### src/rtl/unary_ctrl_pkg.sv
// Shared definitions for the unary-rate border multiplier controller.
//   - ctrl_state_t : controller FSM state encoding
//   - DATA_WIDTH   : default operand/count precision
//   - MAX_LEN_LOG2 : largest run-length exponent at the default precision
//   - MIN_LEN_LOG2 : smallest run-length exponent (L = 2 cycles)
package unary_ctrl_pkg;

    localparam int DATA_WIDTH   = 16;
    localparam int MAX_LEN_LOG2 = DATA_WIDTH - 1;
    localparam int MIN_LEN_LOG2 = 1;

    typedef enum logic [1:0] {
        IDLE = 2'd0,
        CLR  = 2'd1,
        RUN  = 2'd2,
        DONE = 2'd3
    } ctrl_state_t;

endpackage

### src/rtl/unary_mul_ctrl_bit_counter.sv
// Counts the 1s seen on a bitstream.
//   clk, rst : clock, asynchronous active-high reset
//   clr      : synchronous clear (has priority over counting)
//   en       : counting window
//   inc      : bit to accumulate while en is high
//   count    : running count
module bit_counter #(
    parameter int WIDTH = 16
) (
    input  logic             clk,
    input  logic             rst,
    input  logic             clr,
    input  logic             en,
    input  logic             inc,
    output logic [WIDTH-1:0] count
);

    always_ff @(posedge clk or posedge rst) begin
        if (rst) begin
            count <= '0;
        end else if (clr) begin
            count <= '0;
        end else if (en && inc) begin
            count <= count + WIDTH'(1);
        end
    end

endmodule

### src/rtl/unary_mul_ctrl.sv
// Sequencer for one unary-rate border multiplier and its two Sobol
// generators: accepts an operand pair, clears the generators, runs the
// datapath for 2^n cycles while counting the product and input bitstreams,
// then offers the counts as a result with backpressure.
//   clk, rst               : clock, asynchronous active-high reset
//   cfg_len_log2           : run-length exponent, sampled at accept
//   in_valid/in_ready      : operand handshake
//   in_data_i/in_data_w    : operands
//   pe_data_i/pe_data_w    : operands latched at accept, to the datapath
//   pe_clr                 : synchronous clear to the Sobol generators
//   pe_en                  : datapath enable / counting window
//   pe_o_bit/pe_i_bit      : product and input-stream bits from the datapath
//   out_valid/out_ready    : result handshake
//   out_prod/out_icnt      : 1s counted on pe_o_bit / pe_i_bit
//   busy                   : controller not idle
//
// state | meaning
// IDLE  | waiting for an operand pair, in_ready high
// CLR   | one cycle clearing generators and all counters
// RUN   | L = 2^n cycles with pe_en high, counting bitstreams
// DONE  | result presented until out_ready
module unary_mul_ctrl
    import unary_ctrl_pkg::*;
#(
    parameter int WIDTH = DATA_WIDTH,
    parameter int LEN_W = 4
) (
    input  logic             clk,
    input  logic             rst,
    input  logic [LEN_W-1:0] cfg_len_log2,
    input  logic             in_valid,
    output logic             in_ready,
    input  logic [WIDTH-2:0] in_data_i,
    input  logic [WIDTH-2:0] in_data_w,
    output logic [WIDTH-2:0] pe_data_i,
    output logic [WIDTH-2:0] pe_data_w,
    output logic             pe_clr,
    output logic             pe_en,
    input  logic             pe_o_bit,
    input  logic             pe_i_bit,
    output logic             out_valid,
    input  logic             out_ready,
    output logic [WIDTH-1:0] out_prod,
    output logic [WIDTH-1:0] out_icnt,
    output logic             busy
);

    // Largest exponent whose run length still fits the WIDTH-bit counts.
    localparam int N_MAX = WIDTH - 1;

    ctrl_state_t      state, state_nxt;
    logic [LEN_W-1:0] len_log2_q;
    logic [LEN_W-1:0] len_log2_clamped;
    logic [WIDTH-1:0] cyc_cnt;
    logic [WIDTH-1:0] last_cyc;
    logic             accept;
    logic             run_last;

    assign accept = in_valid && in_ready;

    always_comb begin
        len_log2_clamped = cfg_len_log2;
        if (int'(cfg_len_log2) < MIN_LEN_LOG2) begin
            len_log2_clamped = LEN_W'(MIN_LEN_LOG2);
        end else if (int'(cfg_len_log2) > N_MAX) begin
            len_log2_clamped = LEN_W'(N_MAX);
        end
    end

    // cyc_cnt runs 0 .. L-1 during RUN; the last RUN cycle is at L-1.
    assign last_cyc = (WIDTH'(1) << len_log2_q) - WIDTH'(1);
    assign run_last = (cyc_cnt == last_cyc);

    always_ff @(posedge clk or posedge rst) begin
        if (rst) begin
            state <= IDLE;
        end else begin
            state <= state_nxt;
        end
    end

    always_comb begin
        state_nxt = state;
        in_ready  = 1'b0;
        pe_clr    = 1'b0;
        pe_en     = 1'b0;
        out_valid = 1'b0;
        busy      = 1'b1;
        case (state)
            IDLE: begin
                in_ready = 1'b1;
                busy     = 1'b0;
                if (in_valid) begin
                    state_nxt = CLR;
                end
            end
            CLR: begin
                pe_clr    = 1'b1;
                state_nxt = RUN;
            end
            RUN: begin
                pe_en = 1'b1;
                if (run_last) begin
                    state_nxt = DONE;
                end
            end
            DONE: begin
                out_valid = 1'b1;
                if (out_ready) begin
                    state_nxt = IDLE;
                end
            end
            default: begin
                state_nxt = IDLE;
            end
        endcase
    end

    // Operands and run length are captured only at accept, so input
    // activity during a run cannot disturb it.
    always_ff @(posedge clk or posedge rst) begin
        if (rst) begin
            pe_data_i  <= '0;
            pe_data_w  <= '0;
            len_log2_q <= '0;
        end else if (accept) begin
            pe_data_i  <= in_data_i;
            pe_data_w  <= in_data_w;
            len_log2_q <= len_log2_clamped;
        end
    end

    always_ff @(posedge clk or posedge rst) begin
        if (rst) begin
            cyc_cnt <= '0;
        end else if (pe_clr) begin
            cyc_cnt <= '0;
        end else if (pe_en) begin
            cyc_cnt <= cyc_cnt + WIDTH'(1);
        end
    end

    bit_counter #(.WIDTH(WIDTH)) u_prod_cnt (
        .clk   (clk),
        .rst   (rst),
        .clr   (pe_clr),
        .en    (pe_en),
        .inc   (pe_o_bit),
        .count (out_prod)
    );

    bit_counter #(.WIDTH(WIDTH)) u_icnt_cnt (
        .clk   (clk),
        .rst   (rst),
        .clr   (pe_clr),
        .en    (pe_en),
        .inc   (pe_i_bit),
        .count (out_icnt)
    );

endmodule

### config.mk
export PLATFORM = sky130hd
export DESIGN_NAME = unary_mul_ctrl
export DESIGN_NICKNAME = d
export VERILOG_FILES = /design/src/rtl/unary_ctrl_pkg.sv /design/src/rtl/unary_mul_ctrl_bit_counter.sv /design/src/rtl/unary_mul_ctrl.sv
export SDC_FILE = /design/constraint.sdc
export NUM_CORES = 1
export LEC_CHECK = 0
export ABC_AREA = 1
export CAP_MARGIN = 20
export CORE_MARGIN = 2
export CORE_UTILIZATION = 30
export DETAILED_ROUTE_END_ITERATION = 16
export GPL_TIMING_DRIVEN = 0
export PLACE_DENSITY = 0.51
export SLEW_MARGIN = 20
export SYNTH_ARGS = -nofsm -noshare
export SYNTH_HDL_FRONTEND = slang
export SYNTH_HIERARCHICAL = 1
export SYNTH_SLANG_ARGS = --single-unit
### constraint.sdc
create_clock -name clk -period 2.15 [get_ports clk]
set_input_delay 0.43 -clock clk [delete_from_list [all_inputs] [get_ports clk]]
set_output_delay 0.43 -clock clk [all_outputs]
set_load 0.005 [all_outputs]
Word-level counts from Yosys, hierarchy flattened
Cells that the tools add are included.
W data, S select, Z words.
{ "classes": {"addsub": 4, "mul": 0, "n_div": 0, "order_cmp": 1, "eq_ne": 7, "shifts": 1, "mux": 16, "bitwise": 0, "reduce_logical": 8} }
{ "ops": {"columns": ["operator", "n"], "rows": [
  ["$mux W16", 6],
  ["$add A16 B1 Y16 const B", 3],
  ["$eq A16 B16 Y1", 1],
  ["$shl A1 B4 Y16 const A", 1],
  ["$sub A16 B2 Y16 const B", 1],
  ["$pmux W2 S4", 1],
  ["$mux W2", 3],
  ["$ne A2 B2 Y1 const B", 3],
  ["$reduce_bool A2 Y1", 3],
  ["$mux W1", 5],
  ["$eq A2 B2 Y1 const B", 2],
  ["$lt A4 B1 Y1 const B", 1],
  ["$mux W4", 1],
  ["$logic_and A1 B1 Y1", 3],
  ["$reduce_and A3 Y1", 1],
  ["$eq A2 B1 Y1 const B", 1],
  ["$logic_not A2 Y1", 1]
]} }
{ "totals": {"ff_bits": 84, "latch_bits": 0, "mem_bits_rw": 0, "rom_bits": 0, "in_bits": 40, "out_inout_bits": 67, "word_cells": 44, "n_memories": 0} }

Longest topological paths before layout
Gate-level depths: netlist (run 1).
{ "depth": {"ltp_word": 5, "ltp_mapped": 20, "mapped_depth_nobuf": 19} }

By module
The synthesis (run 1) kept the hierarchy.
{ "by_module_without_submodules": {"columns": ["mod", "n_inst", "cells_per_inst", "area_per_inst_um2", "seq_area_each_um2"], "rows": [
  ["unary_mul_ctrl", 1, 323, 2753.9, 1301.2],
  ["bit_counter", 2, 132, 940.9, 400.4]
]} }

Least setup slack after synthesis (run 1)
Ideal clock, no wire load.
{ "synth_timing": {"kind": "reg2reg", "startpoint": "register len_log2_q[3]", "endpoint": "register state[1]", "setup_time_ps": 117, "t_arrival_ps": 1899, "slack_ps": 134, "path_stages_with_launch": 18, "period_less_slack_ps": 2016, "path_cell_list": "dfrtp_1 > buf_6 > inv_2 > nand2_2 > nor2_1 > nand2_1 > ha_1 > or2_2 > nand3_1 > nor2_1 > nand2_1 > nor2_1 > nand2_1 > nor2_2 > nand2_1 > nand2_2 > nand3_1 > nand2_1"} }
{ "synth_via": {"elab_chain_len": 5} }
{ "synth_lines": {"columns": ["element", "line_no", "text"], "rows": [
  ["start, declared", "unary_mul_ctrl.sv:52", "logic [LEN_W-1:0] len_log2_q;"],
  ["start signal, assigned", "unary_mul_ctrl.sv:129", "len_log2_q <= len_log2_clamped;"],
  ["$shl A1 B4 Y16", "unary_mul_ctrl.sv:71", "assign last_cyc = (WIDTH'(1) << len_log2_q) - WIDTH'(1);"],
  ["$sub A16 B2 Y16", "unary_mul_ctrl.sv:71", null],
  ["$eq A16 B16 Y1", "unary_mul_ctrl.sv:72", "assign run_last = (cyc_cnt == last_cyc);"],
  ["$ne A2 B2 Y1 (no line)", null, null],
  ["$reduce_and A3 Y1 (no line)", null, null],
  ["end signal, assigned", "unary_mul_ctrl.sv:78", "state <= state_nxt;"],
  ["end, declared", "unary_mul_ctrl.sv:51", "ctrl_state_t state, state_nxt;"]
]} }
Every way passes these cells.
A chain may end at the register's enable or synchronous reset.

Final worst setup path (run 1)
{ "layout_timing": {"startpoint": "register state[0]", "endpoint": "output pe_en"} }
{ "layout_via": {"elab_chain_len": 2} }
{ "layout_lines": {"columns": ["element", "line_no", "text"], "rows": [
  ["$eq A2 B2 Y1", "unary_mul_ctrl.sv:89", "case (state)"],
  ["$mux W1", "unary_mul_ctrl.sv:89", null],
  ["end, declared", "unary_mul_ctrl.sv:38", "output logic pe_en,"]
]} }
Every way passes these cells.

==> results of run 1 <==
[area by class of cell]
type | count | area share, %
clock buffers | 10 | 3.73
inverters | 77 | 4.71
plain buffers | 8 | 0.722
clock inverters | 6 | 0.742
multi-input cells | 418 | 35.5
flip-flops and latches | 84 | 32.8
repair buffers | 119 | 18.1
well taps | 188 | 3.67
[metal layers]
metal  track usage (%)  vias to the layer above
met5                 0                        -
met4              3.62                        0
met3              4.51                       11
met2              25.4                       96
met1              18.4                     1941
li1                  -                     2100
[metrics by stage]
| step | total power, W | setup slack [ps] | util, % | instance area [um2] |
|---|---|---|---|---|
| detailed placement | 0.00544 | -128 | 39.2 | 5930 |
| CTS | 0.00708 | -25.5 | 41.3 | 6260 |
| global route | 0.00785 | -90.3 | 42.3 | 6410 |
| global placement | 0.00540 | -701 | 39.2 | 5930 |
| floorplan | 0.00411 | 134 | - | 4640 |
| finish | 0.00726 | 2.96 | 42.3 | 6410 |
[logic make-up (layout without fill, tap and decap cells)]
group	count (synthesis)	in the layout	share of synthesized area (%)
compound gates	47	47	5.26
xor+xnor	1	1	0.189
fa+ha+maj	8	8	2.16
buf+inv	85	220	7.23
flops	84	84	45.3
mux	30	30	7.29
simple gates	332	332	32.5
[how the worst min path moves through the flow]
stage	from	to	slack, ps	cells after the start
finish	pe_data_w[4]	pe_data_w[4]	500	1
global placement	pe_data_w[3]	pe_data_w[3]	490	1
detailed placement	pe_data_w[4]	pe_data_w[4]	490	1
floorplan	rst	u_icnt_cnt/count[0]	340	1
CTS	pe_data_w[4]	pe_data_w[4]	510	1
global route	pe_data_i[5]	pe_data_i[5]	530	1
[sequential cells by signal (all words and copies together), names as in the netlist]
signal	cells
pe_data_w	15
len_log2_q	4
u_icnt_cnt/count	16
u_prod_cnt/count	16
cyc_cnt	16
state	2
pe_data_i	15
[cells in the mapped netlist (3+ instances only)]
library cell	instances
nand2_4	6
nand2_2	12
nor2_1	90
dfrtp_1	84
inv_1	68
nand2_1	151
nand3_1	39
buf_2	4
nor2_4	10
o21ai_0	18
nor2_2	6
a31oi_1	3
a21oi_1	22
nor3_1	10
inv_2	8
mux2_2	30
ha_1	8
[power by group]
| group | switching, W | total (W) | leakage (nW) | internal [W] |
|---|---|---|---|---|
| Sequential | 0.000326 | 0.00233 | 1.09 | 0.00200 |
| Combinational | 0.00164 | 0.00342 | 1.79 | 0.00178 |
| Clock | 0.000691 | 0.00152 | 0.139 | 0.000825 |
[worst max-delay path, cell delays in order, from the launching register on]
cell and delay [ps]:
dfrtp_1 410, inv_1 100, ha_2 310, clkdlybuf4s50_1 540
[timing repair]
action,in CTS,in global routing
resized for setup,10,13
setup endpoints to repair,4,7
pin swaps,0,6
buffers inserted,0,13
==> impl_metrics.csv, run 1 <==
group,metric,value,unit
finish,drive_gt1_share,17.6,%
critical_path,critPathArrivalTime,1720,ps
sta,finalCritPeriodShare,99.9,%
route,first_pass_iters,4,
die,dieArea,16500,um2
clock_network,clock_latency,350,ps
clock_network,numCtsBuffers,9,
critical_path,cp_data_required_time,1720,ps
power_and_ir_drop,power.leakage,3.02,nW
finish,final_cell_mix,"nand2_1 (149), clkdlybuf4s50_1 (106), nor2_1 (87)",
critical_path,worstSetupEndpointType,"output pin",
power_and_ir_drop,vdd_drop_max,0.483,mV
clock_network,root_buffer,"clkbuf_16",
route,drt_iter0_markers,248,
route,routedWlPerCell,12.9,um
hold_path,hp-class,"reg -> reg",
synthesis,synthCells,587,
global_route,grt_pass1_wl,19500,um
global_route,first_global_vias,4122,
sta,finalSetupViolations,0,
route,highest_layer,"met4",
route,drt-total-wl,11800,um
critical_path,critical_path_class,"reg -> out",
global_route,antenna_found_initial,0,
place,port_buffers,106,
critical_path,reg2reg_depth,18,
sta,hold_slack,504,ps
route,wl_met2,5810,um
synthesis,ys_seq_area_share,45.3,%
route,vias,4148,
global_route,grt_max_degree,53,
synthesis,synth_edf_count,0,
place,routabilityCongestion,0.850,
finish,multi_input_area,2280,um2
global_route,track_usage,14.8,%
clock_network,clockBufferDepth,2,
route,wirelength_met1,5280,um
synthesis,synthArstFlopShare,100,%
global_route,grt_overflow,0,
sta,max_freq,466,MHz
clock_network,tritoncts,"done",
die,core,15100,um2
route,route.met3.wl,553,um
clock_network,htree_levels,3,
sta,slew_headroom,55.9,%
critical_path,crit_path_end,"pe_en",
status,status,"completed",
synthesis,yosys_warnings,6,
sta,finalCriticalPeriod,2150,ps
flow_run,cap_violations,0,
synthesis,syn_nets,635,
critical_path,path_max_fanout,5,
sta,rsz0062_at_grt,"yes",
synthesis,synth_top_flop_cell,"dfrtp_1",
sta,hold_viol_final,0,
synthesis,synth_top_area_cell,"dfrtp_1",
clock_network,path_clk_slew,70,ps
route,vias_per_cell,4.56,
finish,final_common_cell,"nand2_1",
die,ios,107,
sta,skew,5.60,ps
route,drc,0,
synthesis,synthTopCellsByArea,"dfrtp_1 (45%), nand2_1 (12%), mux2_2 (7.3%)",
place,dp_hpwl,8840,um
synthesis,synth_seq_cells,84,
finish,instances_no_fill,910,
route,detail-route-antenna-nets,0,
power_and_ir_drop,p_per_area,1130,nW/um2
clock_network,hold_buffers,0,
sta,fin_tns_setup,0,ps
critical_path,reg2reg_from,"len_log2_q[3]",
sta,slew_viol_final,0,
sta,worst_slew_pin_slew,662,ps
finish,area_growth_syn_to_layout,38.2,%
synthesis,synth_cell_types,30,
finish,n_antenna_cell,0,
die,die_x,128,um
synthesis,synth_area,4640,um2
critical_path,rrSetupSlack,60,ps
die,start_util,30.6,%
place,place_inst,881,
synthesis,postSynthAreaPerCell,7.90,um2
finish,num-fill-cells,1508,
finish,final_nets,765,
clock_network,clock-sinks,84,
finish,ff_latch_area,2100,um2
synthesis,synth_top_area_share,45.3,%
critical_path,crit_path_start_kind,"flop",
critical_path,crit_start,"state[0]",
critical_path,r2r_end,"state[0]",
die,fp-row-count,45,
die,dieHeight,128,um
(Power assumes the default switching activity.)
==> run 2: changes to the inputs <==
Settings changed: CORE_MARGIN 2 to unset, CTS_CLUSTER_SIZE set to 30.
==> impl_metrics.csv, run 2 (synthesis results as in run 1) <==
group,metric,value,unit
clock_network,path_clk_slew,60,ps
clock_network,hold_buffers,0,
status,status,"completed",
clock_network,clockBufferDepth,2,
sta,finalSetupViolations,0,
finish,final_common_cell,"nand2_1",
critical_path,slowest_stage,"clkdlybuf4s50_1",
finish,final_cell_mix,"nand2_1 (146), clkdlybuf4s50_1 (106), nor2_1 (85)",
critical_path,critical_path_class,"reg -> out",
global_route,track_usage,15.7,%
route,first_pass_iters,4,
die,die_x,126,um
finish,num-fill-cells,1493,
place,port_buffers,106,
global_route,grt_pass1_wl,20000,um
clock_network,htree_levels,3,
place,dp_hpwl,8750,um
critical_path,worst-path-buf-inv,2,
finish,fin_util,43.1,%
die,dieHeight,126,um
route,vias_per_cell,4.57,
critical_path,cp_data_required_time,1720,ps
route,detail-route-antenna-nets,0,
die,ios,107,
hold_path,hp-class,"reg -> reg",
place,routabilityCongestion,0.883,
die,fp-row-count,45,
critical_path,path_max_fanout,5,
sta,skew,4.04,ps
critical_path,critPathMaxStageDelay,540,ps
sta,worst_slew_pin_slew,644,ps
clock_network,clock-sinks,84,
die,core,15100,um2
critical_path,path_cells,"inv_1 > ha_2 > clkdlybuf4s50_1",
power_and_ir_drop,vdd_drop_max,0.518,mV
finish,n_antenna_cell,0,
power_and_ir_drop,power.leakage,3.04,nW
critical_path,worstSetupEndpointType,"output pin",
route,drt_iter0_markers,176,
sta,finalCriticalPeriod,2100,ps
global_route,first_global_vias,4207,
flow_run,cap_violations,0,
sta,finalCritPeriodShare,97.8,%
finish,area_growth_syn_to_layout,40.8,%
global_route,grt_max_degree,53,
global_route,antenna_found_initial,0,
die,start_util,30.6,%
critical_path,crit_path_start_kind,"flop",
sta,max_freq,475,MHz
clock_network,tritoncts,"done",
power_and_ir_drop,p_per_area,1140,nW/um2
sta,rsz0062_at_grt,"yes",
critical_path,critPathArrivalTime,1670,ps
clock_network,root_buffer,"clkbuf_16",
die,dieArea,16000,um2
sta,slew_headroom,57.0,%
finish,top_regs,"cyc_cnt x16, u_icnt_cnt/count x16, u_prod_cnt/count x16",
finish,drive_gt1_share,19.6,%
route,routedWlPerCell,12.7,um
power_and_ir_drop,report.power.total,0.00745,W
finish,final_nets,771,
critical_path,critPathTopFamily,"buffers and inverters",
route,drc,0,
clock_network,numCtsBuffers,9,
global_route,grt_overflow,0,
route,vias,4188,
sta,hold_viol_final,0,
sta,slew_viol_final,0,
route,drt-total-wl,11700,um
clock_network,clock_latency,340,ps
==> run 2: final timing paths <==
check / cells past startpoint / to / start / slack (ps)
max: 3 / pe_en / state[0] / 50
min: 1 / pe_data_i[6] / pe_data_i[6] / 510
max reg2reg: 18 / state[1] / len_log2_q[3] / 70
min reg2reg: 1 / pe_data_i[6] / pe_data_i[6] / 510
max in group asynchronous: 2 / len_log2_q[0] / rst / 1090
min in group asynchronous: 2 / cyc_cnt[0] / rst / 590
==> run 2: area by class of cell <==
cell class                      count  area [um2]  area share [%]
Buffer                              8        46.3           0.709
Clock buffer                       11         243            3.72
Clock inverter                      5        61.3           0.940
Inverter                           77         302            4.62
Multi-Input combinational cell    418        2330            35.7
Sequential cell                    84        2110            32.3
Tap cell                          188         235            3.60
Timing Repair Buffer              125        1200            18.4
==> run 2: metrics by stage <==
step / hold slack, ps / cell area, um2 / cells / setup TNS, ps / setup slack [ps]
floorplan: 344 / 4640 / 587 / 0 / 134
global placement: 489 / 5930 / 881 / -34540 / -665
detailed placement: 493 / 5930 / 881 / -324 / -167
CTS: 508 / 6300 / 901 / -8.75 / -6.00
global route: 530 / 6530 / 916 / -276 / -94.0
finish: 507 / 6530 / 916 / 0 / 46.7
==> run 2: per-layer routing <==
metal / track usage (%) / vias up / wire length [um]
met1: 19.5 / 1973 / 5300
met5: 0 / - / 0
met2: 26.6 / 91 / 5690
met3: 3.80 / 11 / 502
met4: 5.17 / 0 / 151
li1: - / 2113 / -
==> run 2: repair_timing <==
item                                    CTS  global route
resized for setup                        11            27
pin swaps                                 1            13
endpoints found under the setup margin    4             9
setup buffers                             4            15
==> run 2: power by group <==
part	internal (W)	switching, W
logic	0.00183	0.00171
registers	0.00201	0.000322
clock network	0.000934	0.000649
total	0.00477	0.00268
==> run 3: changes to the inputs <==
Settings changed: DONT_BUFFER_PORTS set to 1, PLACE_DENSITY 0.51 to 0.42.
==> impl_metrics.csv, run 3 (synthesis results as in run 1) <==
group,metric,value,unit
route,detail-route-antenna-nets,0,
route,drt-total-wl,11000,um
die,fp-row-count,45,
critical_path,crit_path_start_kind,"flop",
critical_path,path_max_fanout,7,
finish,num-fill-cells,1617,
finish,n_antenna_cell,0,
finish,multi_input_area,2250,um2
route,vias_per_cell,4.69,
flow_run,cap_violations,0,
sta,rsz0062_at_grt,"yes",
clock_network,clock_latency,340,ps
critical_path,reg2reg_from,"len_log2_q[2]",
finish,drive_gt1_share,20.1,%
finish,ff_latch_area,2110,um2
route,drc,0,
global_route,grt_overflow,0,
die,start_util,30.6,%
global_route,grt_pass1_wl,17700,um
sta,slew_viol_final,0,
place,port_buffers,0,
clock_network,numCtsBuffers,9,
status,status,"completed",
power_and_ir_drop,p_per_area,1210,nW/um2
route,vias,3772,
clock_network,htree_levels,3,
die,dieHeight,126,um
finish,top_regs,"cyc_cnt x16, u_icnt_cnt/count x16, u_prod_cnt/count x16",
finish,post-route-cell-area,5350,um2
place,routabilityCongestion,0.816,
die,dieArea,16000,um2
sta,finalCriticalPeriod,2090,ps
global_route,first_global_vias,3668,
global_route,track_usage,14.1,%
finish,area_growth_syn_to_layout,15.4,%
die,ios,107,
clock_network,tritoncts,"done",
critical_path,critPathArrivalTime,2320,ps
global_route,grt_max_degree,35,
sta,finalSetupViolations,0,
clock_network,clockBufferDepth,2,
route,drt_iter0_markers,232,
critical_path,rrSetupSlack,60,ps
sta,worst_slew_pin_slew,635,ps
route,first_pass_iters,4,
sta,max_freq,479,MHz
die,core,15100,um2
finish,instances_no_fill,804,
power_and_ir_drop,report.power.total,0.00647,W
place,placed_area,4890,um2
clock_network,clock-sinks,84,
critical_path,cp_data_required_time,2380,ps
clock_network,root_buffer,"clkbuf_16",
die,die_x,126,um
power_and_ir_drop,power.leakage,2.60,nW
place,dp_hpwl,8340,um
global_route,antenna_found_initial,0,
place,place_inst,776,
clock_network,path_clk_slew,60,ps
power_and_ir_drop,vdd_drop_max,0.644,mV
finish,final_cell_mix,"nand2_1 (148), nor2_1 (87), dfrtp_1 (81)",
critical_path,critical_path_class,"reg -> reg",
sta,skew,5.97,ps
critical_path,reg2reg_depth,17,
sta,setup_ws,61.9,ps
sta,slew_headroom,57.6,%
sta,hold_viol_final,0,
route,routedWlPerCell,13.7,um
finish,final_nets,659,
hold_path,hp-class,"in -> async",
critical_path,worstSetupEndpointType,"flop",
critical_path,r2r_end,"state[1]",
sta,finalCritPeriodShare,97.1,%
finish,final_common_cell,"nand2_1",
place,pre_cts_ws,-133,ps
-- run 3: changes by cell type in the layout (fill, tap and decap cells not counted), sizes merged --
cell / change
dlygate4sd3: +1
clkdlybuf4s50: -106
clkinv: +1
buf: -7
clkinvlp: -1
-- run 3: routing by layer --
layer	global-route usage [%]	vias up	wire length, um
met5	0	-	0
met3	5.15	10	698
li1	-	1894	-
met2	23.4	82	5180
met1	17.0	1786	4990
met4	4.32	0	123
-- run 3: area by class of cell --
class                           instances  area share, %
Buffer                                  8          0.866
Clock inverter                          5           1.17
Tap cell                              188           4.40
Multi-Input combinational cell        418           42.1
Inverter                               77           5.59
Timing Repair Buffer                   13           2.11
Clock buffer                           11           4.35
Sequential cell                        84           39.4
-- run 3: power by group --
part	internal (W)	switching, W
Combinational	0.00106	0.00143
Sequential	0.00201	0.000419
Clock	0.000905	0.000652
Total	0.00397	0.00250
-- run 3: worst max-delay path by stage --
| stage | start | endpoint | slack [ps] |
|---|---|---|---|
| after floorplan | len_log2_q[3] | state[1] | 130 |
| after global placement | rst | cyc_cnt[14] | -140 |
| after detailed placement | len_log2_q[3] | state[1] | -130 |
| after CTS | len_log2_q[3] | state[1] | 10 |
| after global routing | len_log2_q[2] | state[1] | -140 |
| final | len_log2_q[2] | state[1] | 60 |
-- run 3: metrics by stage --
stage	setup TNS (ps)	util, %	hold slack (ps)
2_1_floorplan	0	-	344
3_3_place_gp	-7180	32.2	437
3_5_place_dp	-265	32.3	339
4_1_cts	0	34.5	72.7
5_1_grt	-252	35.3	102
6_report	0	35.3	55.3
-- run 3: worst max-delay path, stage by stage, from the launching register on --
cell and delay (ps):
dfrtp_2 480, inv_4 100, nand2_4 60, nor2_4 120, nand2_2 80, ha_4 270
or2_4 100, nand3_2 50, nor2_1 80, nand2_1 60, nor2_1 100, nand2_1 70
nor2_2 70, nand2_1 80, nand2_2 90, nand2_2 60, nand2_1 50, nand2_1 50
-- run 3: timing repair --
item                                   in CTS  in global routing
hold buffers                                1                  0
endpoints found under the hold margin      18                  0
pin swaps                                   0                  7
setup buffers                               0                 11
setup endpoints to repair                   2                  6
gates resized for setup                     8                 12
